**config.mk**
```make
export PLATFORM = sky130hd
export DESIGN_NAME = ring_rr_arbiter_flat
export DESIGN_NICKNAME = d
export VERILOG_FILES = /design/src/rtl/ring_rr_arbiter_pkg.sv /design/src/rtl/ring_rr_arbiter_if.sv /design/src/rtl/ring_rr_arbiter_pick.sv /design/src/rtl/ring_rr_arbiter.sv /design/src/flat_wrapper.sv
export SDC_FILE = /design/constraint.sdc
export NUM_CORES = 1
export LEC_CHECK = 0
export CORE_MARGIN = 5
export CORE_UTILIZATION = 40
export DETAILED_ROUTE_END_ITERATION = 8
export PLACE_DENSITY_LB_ADDON = 0.1
export SLEW_MARGIN = 10
export SYNTH_ARGS = -nofsm -noshare
export SYNTH_HDL_FRONTEND = slang
export SYNTH_SLANG_ARGS = --single-unit
```
**constraint.sdc**
```tcl
create_clock -name clk -period 2.5 [get_ports clk]
set_input_delay 0.75 -clock clk [delete_from_list [all_inputs] [get_ports clk]]
set_output_delay 0.75 -clock clk [all_outputs]
set_load 0.005 [all_outputs]
```
**src/rtl/ring_rr_arbiter_pkg.sv**
```systemverilog
// Shared definitions for the data-memory port arbiter: FSM state encodings
// and the requester/resource ids that the downstream port mux decodes.
package ring_rr_arbiter_pkg;

  // Arbiter FSM states
  typedef enum logic [0:0] {
    ARB_IDLE = 1'b0,
    ARB_BUSY = 1'b1
  } arb_state_e;

  // Requester slots on the data-memory port (index into req/gnt)
  localparam int RES_ID_W = 2;
  localparam logic [RES_ID_W-1:0] RES_CORE  = 2'd0;
  localparam logic [RES_ID_W-1:0] RES_DMA   = 2'd1;
  localparam logic [RES_ID_W-1:0] RES_DEBUG = 2'd2;
  localparam logic [RES_ID_W-1:0] RES_IO    = 2'd3;

  // Default arbiter geometry
  localparam int ARB_N_REQ_DEF    = 4;
  localparam int ARB_MAX_HOLD_DEF = 16;
  localparam int ARB_IDW_DEF      = 2;

endpackage : ring_rr_arbiter_pkg

```
**src/rtl/ring_rr_arbiter_if.sv**
```systemverilog
// Request/grant bundle between the requesters and the ring arbiter.
// master = requester side (drives req/done), slave = arbiter side.
interface ring_rr_arbiter_if
  import ring_rr_arbiter_pkg::*;
#(
  parameter int N_REQ = ARB_N_REQ_DEF,
  parameter int IDW   = ARB_IDW_DEF
) ();

  logic [N_REQ-1:0] req;
  logic             done;
  logic [N_REQ-1:0] gnt;
  logic             gnt_vld;
  logic [IDW-1:0]   gnt_id;
  logic             preempt;

  modport master (
    output req,
    output done,
    input  gnt,
    input  gnt_vld,
    input  gnt_id,
    input  preempt
  );

  modport slave (
    input  req,
    input  done,
    output gnt,
    output gnt_vld,
    output gnt_id,
    output preempt
  );

endinterface : ring_rr_arbiter_if

```
**src/rtl/ring_rr_arbiter_pick.sv**
```systemverilog
// Combinational ring picker: finds the first asserted request at or after
// ptr, wrapping around the ring. Implemented as rotate-right by ptr, a
// fixed low-index-first priority encode, then adding ptr back (mod N_REQ
// through natural IDW-bit wrap).
module rr_ring_pick
  import ring_rr_arbiter_pkg::*;
#(
  parameter int N_REQ = ARB_N_REQ_DEF,
  parameter int IDW   = ARB_IDW_DEF
) (
  input  logic [N_REQ-1:0] req,
  input  logic [IDW-1:0]   ptr,
  output logic [IDW-1:0]   winner,
  output logic             any
);

  logic [N_REQ-1:0] rot;
  logic [IDW-1:0]   rot_idx;
  logic             rot_found;

  // Rotated view: rot[i] is the request that sits i steps after ptr
  for (genvar gi = 0; gi < N_REQ; gi++) begin : g_rot
    localparam logic [IDW-1:0] OFS = IDW'(gi);
    logic [IDW-1:0] src_idx;
    assign src_idx = OFS + ptr;
    assign rot[gi] = req[src_idx];
  end

  // Fixed-priority encode of the rotated vector, lowest index wins
  always_comb begin
    rot_idx   = '0;
    rot_found = 1'b0;
    for (int i = N_REQ - 1; i >= 0; i--) begin
      if (rot[i]) begin
        rot_idx   = IDW'(i);
        rot_found = 1'b1;
      end
    end
  end

  assign winner = rot_idx + ptr;
  assign any    = rot_found;

endmodule : rr_ring_pick

```
**src/rtl/ring_rr_arbiter.sv**
```systemverilog
// Round-robin arbiter for the single-ported data-memory resource.
// An owner keeps the grant until it signals done, drops its request or
// reaches the hold limit; every release is followed by one idle cycle
// before the next grant, and the search pointer moves to the slot after
// the released owner so priority rotates around the ring.
module ring_rr_arbiter
  import ring_rr_arbiter_pkg::*;
#(
  parameter int N_REQ    = ARB_N_REQ_DEF,
  parameter int MAX_HOLD = ARB_MAX_HOLD_DEF,
  parameter int IDW      = ARB_IDW_DEF
) (
  input logic               clk,
  input logic               rst,
  ring_rr_arbiter_if.slave  bus
);

  // Hold counter only needs to reach MAX_HOLD-1; with the limit disabled
  // it simply saturates at all-ones and never triggers a release.
  localparam int CNT_W = (MAX_HOLD > 1) ? $clog2(MAX_HOLD) : 1;
  localparam logic [CNT_W-1:0] CNT_MAX =
    (MAX_HOLD == 0) ? {CNT_W{1'b1}} : CNT_W'(MAX_HOLD - 1);

  arb_state_e       state_reg;
  logic [IDW-1:0]   ptr_reg;
  logic [CNT_W-1:0] cnt_reg;
  logic [N_REQ-1:0] gnt_reg;
  logic             gnt_vld_reg;
  logic [IDW-1:0]   gnt_id_reg;
  logic             preempt_reg;

  logic [IDW-1:0]   pick_winner;
  logic             pick_any;
  logic             owner_req;
  logic             hold_hit;
  logic             release_now;

  rr_ring_pick #(
    .N_REQ (N_REQ),
    .IDW   (IDW)
  ) u_pick (
    .req    (bus.req),
    .ptr    (ptr_reg),
    .winner (pick_winner),
    .any    (pick_any)
  );

  // Release causes, evaluated against the current owner
  assign owner_req   = bus.req[gnt_id_reg];
  assign hold_hit    = (MAX_HOLD != 0) && (cnt_reg == CNT_MAX);
  assign release_now = bus.done || !owner_req || hold_hit;

  // Arbiter FSM with all outputs registered
  always_ff @(posedge clk or posedge rst) begin
    if (rst) begin
      state_reg   <= ARB_IDLE;
      ptr_reg     <= '0;
      cnt_reg     <= '0;
      gnt_reg     <= '0;
      gnt_vld_reg <= 1'b0;
      gnt_id_reg  <= '0;
      preempt_reg <= 1'b0;
    end else begin
      preempt_reg <= 1'b0;
      case (state_reg)
        ARB_IDLE: begin
          // done is meaningless without an owner, so only req matters here
          if (pick_any) begin
            gnt_reg     <= N_REQ'(1) << pick_winner;
            gnt_vld_reg <= 1'b1;
            gnt_id_reg  <= pick_winner;
            cnt_reg     <= '0;
            state_reg   <= ARB_BUSY;
          end
        end
        ARB_BUSY: begin
          if (release_now) begin
            gnt_reg     <= '0;
            gnt_vld_reg <= 1'b0;
            ptr_reg     <= gnt_id_reg + IDW'(1);
            // Flag only releases that the owner did not ask for
            preempt_reg <= hold_hit && !bus.done && owner_req;
            state_reg   <= ARB_IDLE;
          end else if (cnt_reg != CNT_MAX) begin
            cnt_reg <= cnt_reg + CNT_W'(1);
          end
        end
        default: begin
          state_reg   <= ARB_IDLE;
          gnt_reg     <= '0;
          gnt_vld_reg <= 1'b0;
        end
      endcase
    end
  end

  assign bus.gnt     = gnt_reg;
  assign bus.gnt_vld = gnt_vld_reg;
  assign bus.gnt_id  = gnt_id_reg;
  assign bus.preempt = preempt_reg;

endmodule : ring_rr_arbiter

```
**src/flat_wrapper.sv**
```systemverilog
// flat-port wrapper written by rule: the top's interface ports become plain ports
module ring_rr_arbiter_flat import ring_rr_arbiter_pkg::*;
#(
  parameter int N_REQ    = ARB_N_REQ_DEF,
  parameter int MAX_HOLD = ARB_MAX_HOLD_DEF,
  parameter int IDW      = ARB_IDW_DEF
)
  (clk, rst, bus_req, bus_done, bus_gnt, bus_gnt_vld, bus_gnt_id, bus_preempt);
  ring_rr_arbiter_if #(.N_REQ(N_REQ), .IDW(IDW)) bus_i ();
  input logic clk;
  input logic rst;
  input wire logic [$bits(bus_i.req)-1:0] bus_req;
  input wire logic [$bits(bus_i.done)-1:0] bus_done;
  output wire logic [$bits(bus_i.gnt)-1:0] bus_gnt;
  output wire logic [$bits(bus_i.gnt_vld)-1:0] bus_gnt_vld;
  output wire logic [$bits(bus_i.gnt_id)-1:0] bus_gnt_id;
  output wire logic [$bits(bus_i.preempt)-1:0] bus_preempt;
  assign bus_i.req = bus_req;
  assign bus_i.done = bus_done;
  assign bus_gnt = bus_i.gnt;
  assign bus_gnt_vld = bus_i.gnt_vld;
  assign bus_gnt_id = bus_i.gnt_id;
  assign bus_preempt = bus_i.preempt;
  ring_rr_arbiter #(.N_REQ(N_REQ), .MAX_HOLD(MAX_HOLD), .IDW(IDW)) u_core (.clk(clk), .rst(rst), .bus(bus_i));
endmodule
```
### Word level (Yosys, flattened, before mapping)

Index checks and enable logic that the tools add are counted.

* register bits: 15
* output and inout bits: 8

* add/sub/neg operators: 6
* $lt $le $gt $ge: 5
* eq/ne operators: 6
* shift operators: 1
* multiplexer cells: 33
* bitwise gates (word level): 1
* reduce and logical (&&, ||, !) cells: 10

Operator list (number)
* 4-bit 2-to-1 mux: 5
* 4-bit one-hot mux with 2 select lines: 2
* 2-bit by 3-bit less-than comparator with 1-bit output (second input constant): 5
* 1-bit 2-to-1 mux: 15
* 1-bit binary-select mux with 2-bit select: 5
* 2-bit 2-to-1 mux: 4
* 2-bit != test (second input constant): 3
* 2-bit AND reduction: 3
* 2-bit adder (first input constant): 2
* 4-bit by 1-bit adder with 4-bit output (second input constant): 1
* 4-bit == test (second input constant): 1
* 4-bit != test (second input constant): 1
* 1-bit one-hot mux with 2 select lines: 2
* 1-bit by 2-bit << shifter with 4-bit output (first input constant): 1
* 3-bit AND reduction: 1
* 1-bit by 2-bit adder with 2-bit output (first input constant): 1
* 2-bit by 1-bit adder with 2-bit output (second input constant): 1
* 2-bit adder: 1
* 1-bit logical AND: 2
* 1-bit zero test: 2
* 1-bit logical OR: 2
* 2-bit by 1-bit != test with 1-bit output (second input constant): 1
* 1-bit inverter: 1

### Longest topological paths before layout

Gate-level depths: netlist of run 1.

* depth in word-level cells: 11
* gate-level depth with buffers: 10
* depth with buffers taken out: 9

### Cells and area by module

Synthesis of run 1 repeated with hierarchy kept, for this count alone.

* cells, all modules: 90
* area total of the unflattened synthesis: 894.6 µm²

By module, submodules not included
* ring_rr_arbiter: times used 1, cells each 65, area an instance 728.2 µm², seq. area each 375.4 µm²
* rr_ring_pick: times used 1, cells each 25, area an instance 166.4 µm², seq. area each 0.0 µm²

### Worst setup path after synthesis of run 1

No wires, ideal clock.

* path kind: input to register
* start point: in bus_req[2]
* end point: reg u_core.gnt_reg[0], in the netlist u_core.bus.gnt[0]
* library setup time: 69 ps
* arrival: 2180 ps
* data required time: 2431 ps
* path slack: 250 ps
* cell stages on the path: 9
* path buffers: 1
* cell sequence: buf_6 > or2b_2 > o22ai_1 > nand2_1 > o211ai_1 > ha_1 > nor4_1 > o21ai_0 > nand3_1

* cells in the longest elaborated chain, start to end: 10
* elaborated cells on any way between the ends: 28
* those cells by class: add/sub: 1; eq/ne: 2; shift: 1; mux: 20; reduce/logical: 4

RTL lines
* from (decl): line flat_wrapper.sv:12 `input wire logic [$bits(bus_i.req)-1:0] bus_req;`
* 1-bit binary-select mux with 2-bit select: line ring_rr_arbiter_pick.sv:26 `assign rot[gi] = req[src_idx];`
* 1-bit 2-to-1 mux (implied by the code): line ring_rr_arbiter_pick.sv:26
* 2-bit 2-to-1 mux (3 in series): line ring_rr_arbiter_pick.sv:34 `if (rot[i]) begin`
* 2-bit 2-to-1 mux *: line ring_rr_arbiter_pick.sv:34
* 2-bit adder *: line ring_rr_arbiter_pick.sv:41 `assign winner = rot_idx + ptr;`
* via u_core.pick_winner[0]: line ring_rr_arbiter.sv:32 `logic [IDW-1:0] pick_winner;`
* 1-bit by 2-bit << shifter with 4-bit output *: line ring_rr_arbiter.sv:69 `gnt_reg <= N_REQ'(1) << pick_winner;`
* 4-bit 2-to-1 mux *: line ring_rr_arbiter.sv:68 `if (pick_any) begin`
* 4-bit one-hot mux with 2 select lines *: line ring_rr_arbiter.sv:65 `case (state_reg)`
* to (signal assigned): line ring_rr_arbiter.sv:69
* to (decl): line ring_rr_arbiter.sv:27 `logic [N_REQ-1:0] gnt_reg;`

The timed path passes the listed nets; every way through them passes the cells marked *. The select of a mux whose other input is x is not followed.
A chain may end at the register's enable or synchronous reset.

### Final worst setup path of run 1

* start point: in bus_req[2]
* end point: reg u_core.gnt_reg[3], in the netlist u_core.bus.gnt[3]

* cells in the longest elaborated chain, start to end: 10
* elaborated cells on any way between the ends: 28
* those cells by class: add/sub: 1; eq/ne: 2; shift: 1; mux: 20; reduce/logical: 4

RTL lines (line)
* 1-bit binary-select mux with 2-bit select: ring_rr_arbiter_pick.sv:26
* 1-bit 2-to-1 mux (implied by the code): ring_rr_arbiter_pick.sv:26
* 2-bit 2-to-1 mux (4 in series): ring_rr_arbiter_pick.sv:34
* 2-bit adder: ring_rr_arbiter_pick.sv:41
* 1-bit by 2-bit << shifter with 4-bit output: ring_rr_arbiter.sv:69
* 4-bit 2-to-1 mux: ring_rr_arbiter.sv:68
* 4-bit one-hot mux with 2 select lines: ring_rr_arbiter.sv:65

Several ways; a longest one is shown, not always the timed one. The select of a mux whose other input is x is not followed.

==> impl_metrics.toml, run 1 <==
[status]
status = "finished, final reports clean"

[critical_path]
critPathCaptureType = "register"
data_arrival_critical_path_ps = 2320
required_ps = 2660
cp.buffers_inverters = 1
rr_startpoint = "u_core.ptr_reg[0]"
critical_path.startpoint_type = "input port"
cell_family_with_most_cp_delay = "simple AND/OR/NAND/NOR gates"
critical_path_peak_fanout = 4
cp_slowest_stage_delay_ps = 320
crit_path_cell_trace = "dlymetal6s2s_1 > or2b_2 > o22ai_1 > nand2_1 > o211ai_1 > ha_2 > xor2_4 > nor4_4 > o21ai_1 > nand3_1"
worst_r2r_endpoint = "u_core.bus.gnt[1]"
worst_path_slowest_cell = "ha_2"
worst-r2r-setup-slack_ps = 520
crit_type = "input port to register"
critical_path_depth = 10
reg2regPathDepth = 8

[sta]
report.final.slew_viol_count = 0
rsz0062_at_grt = "false"
fin_crit_ps = 2160
timing.max_slew.rel_slack = 0.628
achievable-frequency_ghz = 0.463
fin_hold_viols = 0
fin_worst_skew_ps = 1.09
setup_slack_ps = 341
share_of_the_cycle_needed_by_the_critical_path_after_routing = 0.863
worst-slew-pin-transition_ps = 553
hold_slack_ps = 490
endpoints_failing_setup = 0

[global_route]
grt_start_max_net_pins = 16
grt_first_pass_wirelength_mm = 3.83
total_global_routing_track_utilization = 0.142
number_of_global_route_vias_before_repair = 859
grt.overflow.total = 0
grt_antenna_before_repair = 0

[die]
fp.coreArea_um2 = 2410
num_rows = 18
initial_core_util = 0.410
io-pin-count = 15
die-height_um = 59.7
die_width_um = 59.7
die_area_um2 = 3570

[cts]
cts.clk_slew.worst_paths_ps = 80
tritoncts = "yes"
cts.sinks = 15
clock_latency_ps = 280
cts_root_cell = "clkbuf_4"
cts.path.max_buffers = 2
number_of_clock_buffers_inserted_by_tritoncts = 3
level_count_of_the_clock_h_tree = 1
cts_hold_repair.buffers = 0

[worst_hold_path]
worstHoldPathCells = 2
hold_path_startpoint = "u_core.bus.gnt_vld"
hold_end = "u_core.bus.gnt_vld"
hp-class = "register to register"

[power_and_ir_drop]
fin_total_pwr_w = 0.00142
p_seq_frac = 0.337
comb_power_frac = 0.568
power.clock.fraction = 0.096
p_per_area_nw_per_um2 = 1090
max-vdd-ir-drop_v = 0.000640
switchingPower_w = 0.000630
cellLeakagePower_nw = 0.539
power_report.internal_total_w = 0.000793
power.share.switching = 0.443

[cells_and_area]
final_cell_mix = "nand3_1 (15), dfrtp_1 (15), clkdlybuf4s50_1 (10)"
multi_input_comb_area_um2 = 626
final_cell_area_um2 = 1300
antennaDiodeCount = 0
fill_cells = 216
number_of_nets_in_the_layout = 139
ff_latch_area_um2 = 375
drive_gt1_frac = 0.240
syn2layout_area_growth_pct = 31.6

[synth]
synth.distinct_cells = 34
synth_seq_area_share = 0.380
yosys_warnings = 0
postSynthAreaPerCell_um2 = 8.99
synthesized_netlist_cell_count = 110
synth-seq-cells = 15
async_flop_share = 1.00
postSynthNetCount = 119
number_of_enable_type_register_cells_in_the_synthesized_netlist = 0
synth.cell_area_um2 = 988
synth_top_flop_cell = "dfrtp_1"

[placed_design]
detailedPlacementHpwl_mm = 1.69
dpl_ws_ps = -293
port_buffers = 14
finalWeightedCongestion = 0.691
placed_area_um2 = 1170

[detailed_routing]
first_iter_violations = 31
vias_per_cell = 5.52
post_drt_wl_per_cell_um = 14.1
vias = 877
route.antenna.remaining_nets = 0
drt_drc_violations_left = 0
dr.pass1.iters = 4
routed_wirelength_mm = 2.24

[flow_run]
max_cap_viol_count = 0
layout make-up:
class	instances	area share
Inverter	7	0.0202
Tap cell	30	0.0288
Clock buffer	4	0.0202
Sequential cell	15	0.288
Multi-Input combinational cell	81	0.481
Timing Repair Buffer	22	0.162
stage by stage:
| stage | cells | TNS, ps | utilization |
|---|---|---|---|
| 2_1_floorplan | 110 | 0 | - |
| 3_3_place_gp | 155 | -1620 | 0.487 |
| 3_5_place_dp | 155 | -2000 | 0.487 |
| 4_1_cts | 159 | 0 | 0.501 |
| 5_1_grt | 159 | 0 | 0.540 |
| 6_report | 159 | 0 | 0.540 |
cell usage after synthesis (all sizes together), types with 2 or more instances:
cell     n  area share
nor3b    3       0.023
inv      7       0.027
nor2     4       0.015
nand3   19        0.12
o21ai   13       0.070
buf      6       0.049
a31oi    2       0.013
xnor2    2       0.018
or2      2       0.013
nand2    9       0.034
dfrtp   15        0.38
o211ai   2       0.015
ha       2       0.025
nor3     2       0.010
o21a     2       0.015
nor4     6       0.053
nand4    2       0.013
worst register-to-register path, stage by stage, from the launching register on:
cell and delay, ps:
dfrtp_1 570, nor3_1 110, a31oi_1 160, o211ai_1 100, ha_2 420, inv_2 80
nor4_4 260, nand3_1 110, nand3_1 110
layer usage:
metal / vias to the layer above / wire length [µm] / global-route usage / share of wire
li1: 442 / - / - / -
met1: 416 / 1040 / 0.180 / 0.46
met2: 17 / 1070 / 0.230 / 0.48
met3: 2 / 116 / 0.0497 / 0.052
met4: 0 / 14 / 0.0380 / 0.0063
met5: - / 0 / 0 / 0
logic make-up after synthesis:
family | Yosys count | synth area share
flip-flops | 15 | 0.380
multiplexers | 2 | 0.0342
adder cells (fa/ha/maj) | 2 | 0.0253
XOR/XNOR | 3 | 0.0266
AO/OA/AOI/OAI | 25 | 0.159
buffers and inverters | 14 | 0.0797
AND/OR/NAND/NOR | 49 | 0.295
power by group through the flow:
stage / registers (W) / clock network [W] / logic (W)
2_1_floorplan: 0.000384 / 0 / 0.000502
3_3_place_gp: 0.000447 / 0 / 0.000637
3_5_place_dp: 0.000452 / 0 / 0.000648
4_1_cts: 0.000448 / 0.000146 / 0.000665
5_1_grt: 0.000498 / 0.000157 / 0.000885
6_report: 0.000479 / 0.000136 / 0.000808
timing repair:
action / 4_1_cts / 5_1_grt
setup endpoints to repair: 1 / 5
pin swaps: 0 / 5
buffers inserted: 0 / 0
gates resized for setup: 1 / 21
worst max path at each step:
stage / startpoint / slack [ps] / endpoint
CTS: bus_req[3] / 20 / u_core.bus.gnt[3]
global route: bus_req[2] / 230 / u_core.bus.gnt[2]
floorplan: bus_req[2] / 250 / u_core.bus.gnt[0]
detailed placement: bus_req[3] / -290 / u_core.bus.gnt[2]
finish: bus_req[2] / 340 / u_core.bus.gnt[3]
global placement: bus_req[3] / -270 / u_core.bus.gnt[2]
Note: power is estimated with default switching activity, not from simulation.
==> inputs of run 2 (changes only) <==
--- a/config.mk
+++ b/config.mk
@@ -9,6 +9,7 @@
 export CORE_UTILIZATION = 40
 export DETAILED_ROUTE_END_ITERATION = 8
 export PLACE_DENSITY_LB_ADDON = 0.1
+export SKIP_CTS_REPAIR_TIMING = 1
 export SLEW_MARGIN = 10
 export SYNTH_ARGS = -nofsm -noshare
 export SYNTH_HDL_FRONTEND = slang
==> results of run 2 <==
The final DEF is identical to that of run 1; final timing and power are the same.
Main changes from that run: wire length of the first global-routing pass 3830 µm -> 3820 µm; via count of the first global-routing pass 859 -> 858
==> inputs of run 3 (changes only) <==
--- a/config.mk
+++ b/config.mk
@@ -9,6 +9,7 @@
 export CORE_UTILIZATION = 40
 export DETAILED_ROUTE_END_ITERATION = 8
 export PLACE_DENSITY_LB_ADDON = 0.1
+export SETUP_SLACK_MARGIN = 0.5
 export SKIP_CTS_REPAIR_TIMING = 1
 export SLEW_MARGIN = 10
 export SYNTH_ARGS = -nofsm -noshare
==> run 3 against run 2 <==
Against the previous run: clock power increased by 5%; largest power group unchanged; global-route usage up 0.26 points; register-to-register slack improved by 80 ps; highest routed layer unchanged; sequential share of layout area fell by 1.9 points; first-iteration DRC count fell by 71%.
==> impl_metrics.toml, run 3 (synthesis gave the netlist of run 1 again) <==
[cells_and_area]
number_of_nets_in_the_layout = 146
antennaDiodeCount = 0
layout.cells.most_common = "nand3_1"
final_cell_area_um2 = 1400
finish.utilization = 0.582
final_cell_mix = "nand3_1 (15), dfrtp_1 (13), buf_4 (11)"
syn2layout_area_growth_pct = 41.9
drive_gt1_frac = 0.375

[cts]
cts.clk_slew.worst_paths_ps = 90
cts.sinks = 15
number_of_clock_buffers_inserted_by_tritoncts = 3
cts_root_cell = "clkbuf_4"
cts.path.max_buffers = 2
level_count_of_the_clock_h_tree = 1
clock_latency_ps = 280
tritoncts = "yes"

[critical_path]
critPathCaptureType = "register"
cell_family_with_most_cp_delay = "simple AND/OR/NAND/NOR gates"
reg2regPathDepth = 8
worst_path_slowest_cell = "or2b_4"
required_ps = 2670
crit_path_cell_trace = "buf_6 > or2b_4 > o22ai_2 > nand2_1 > o211ai_1 > ha_4 > xor2_4 > nor4_4 > o21ai_1 > nand3_1"
cp.buffers_inverters = 1
crit_type = "input port to register"
critical_path.startpoint_type = "input port"
data_arrival_critical_path_ps = 2160
critical_path_peak_fanout = 4
critical_path_depth = 10
cp_slowest_stage_delay_ps = 260

[die]
die_area_um2 = 3570
die-height_um = 59.7
io-pin-count = 15
initial_core_util = 0.410
die_width_um = 59.7
fp.coreArea_um2 = 2410
num_rows = 18

[global_route]
grt_antenna_before_repair = 0
grt_first_pass_wirelength_mm = 3.93
grt.overflow.total = 0
total_global_routing_track_utilization = 0.145
number_of_global_route_vias_before_repair = 904
grt_start_max_net_pins = 16

[power_and_ir_drop]
max-vdd-ir-drop_v = 0.000596
power.share.switching = 0.436
power_report.internal_total_w = 0.000880
p_per_area_nw_per_um2 = 1110
comb_power_frac = 0.601
cellLeakagePower_nw = 0.562
switchingPower_w = 0.000681
p_seq_frac = 0.307
power.clock.fraction = 0.091
fin_total_pwr_w = 0.00156

[sta]
timing.max_slew.rel_slack = 0.616
worst-slew-pin-transition_ps = 575
endpoints_failing_setup = 0
fin_crit_ps = 1990
fin_worst_skew_ps = 5.37
fin_hold_viols = 0
achievable-frequency_ghz = 0.502
report.final.slew_viol_count = 0
rsz0062_at_grt = "true"
share_of_the_cycle_needed_by_the_critical_path_after_routing = 0.797

[detailed_routing]
drt_drc_violations_left = 0
route.antenna.remaining_nets = 0
vias_per_cell = 5.58
post_drt_wl_per_cell_um = 14.2
routed_wirelength_mm = 2.36
vias = 927
dr.pass1.iters = 4
first_iter_violations = 9

[status]
status = "finished, final reports clean"

[placed_design]
finalWeightedCongestion = 0.825
placed_area_um2 = 1240
port_buffers = 14
detailedPlacementHpwl_mm = 1.68

[worst_hold_path]
hp-class = "register to register"
worstHoldPathCells = 2

[flow_run]
max_cap_viol_count = 0
run 3: layout make-up:
cell class              count  area, µm²
fillers                   219       1010
inverters                   7       28.8
well taps                  30       37.5
multi-input cells          81        664
clock inverters             1       5.00
repair buffers             29        267
flip-flops and latches     15        378
clock buffers               3       22.5
run 3: metal layers:
metal / part of all wire / vias up / track usage
li1: - / 454 / -
met1: 0.47 / 453 / 0.194
met2: 0.49 / 18 / 0.235
met3: 0.037 / 2 / 0.0259
met4: 0.0051 / 0 / 0.0475
met5: 0 / - / 0
run 3: tightest hold or removal path: cells and delay by family (launching register included):
family / cells / cell delay (ps)
AND/OR/NAND/NOR: 2 / 110
flip-flops: 1 / 350
run 3: stage by stage:
step	setup WS (ps)	setup TNS (ps)	instances	hold WS, ps
4_1_cts	28.7	0	162	495
3_5_place_dp	-270	-2470	158	471
2_1_floorplan	298	0	110	469
6_report	508	0	166	488
5_1_grt	439	0	166	540
3_3_place_gp	-249	-2120	158	465
run 3: power groups by stage:
stage	combinational (W)	clock (W)	sequential (W)
global placement	0.000701	0	0.000457
detailed placement	0.000712	0	0.000464
global route	0.00103	0.000166	0.000497
finish	0.000939	0.000143	0.000480
floorplan	0.000578	0	0.000385
CTS	0.000720	0.000150	0.000461
run 3: path summary, 6_finish.rpt:
| kind | from | end | slack (ps) |
|---|---|---|---|
| worst max-delay path | bus_req[3] | u_core.bus.gnt[3] | 510 |
| worst min-delay path | u_core.bus.gnt_vld | u_core.bus.gnt_vld | 490 |
| worst max register to register | u_core.ptr_reg[0] | u_core.bus.gnt[3] | 600 |
| worst min register to register | u_core.bus.gnt_vld | u_core.bus.gnt_vld | 490 |
| max in group asynchronous | rst | u_core.bus.gnt_id[0] | 1280 |
| min in group asynchronous | rst | u_core.bus.gnt[0] | 810 |
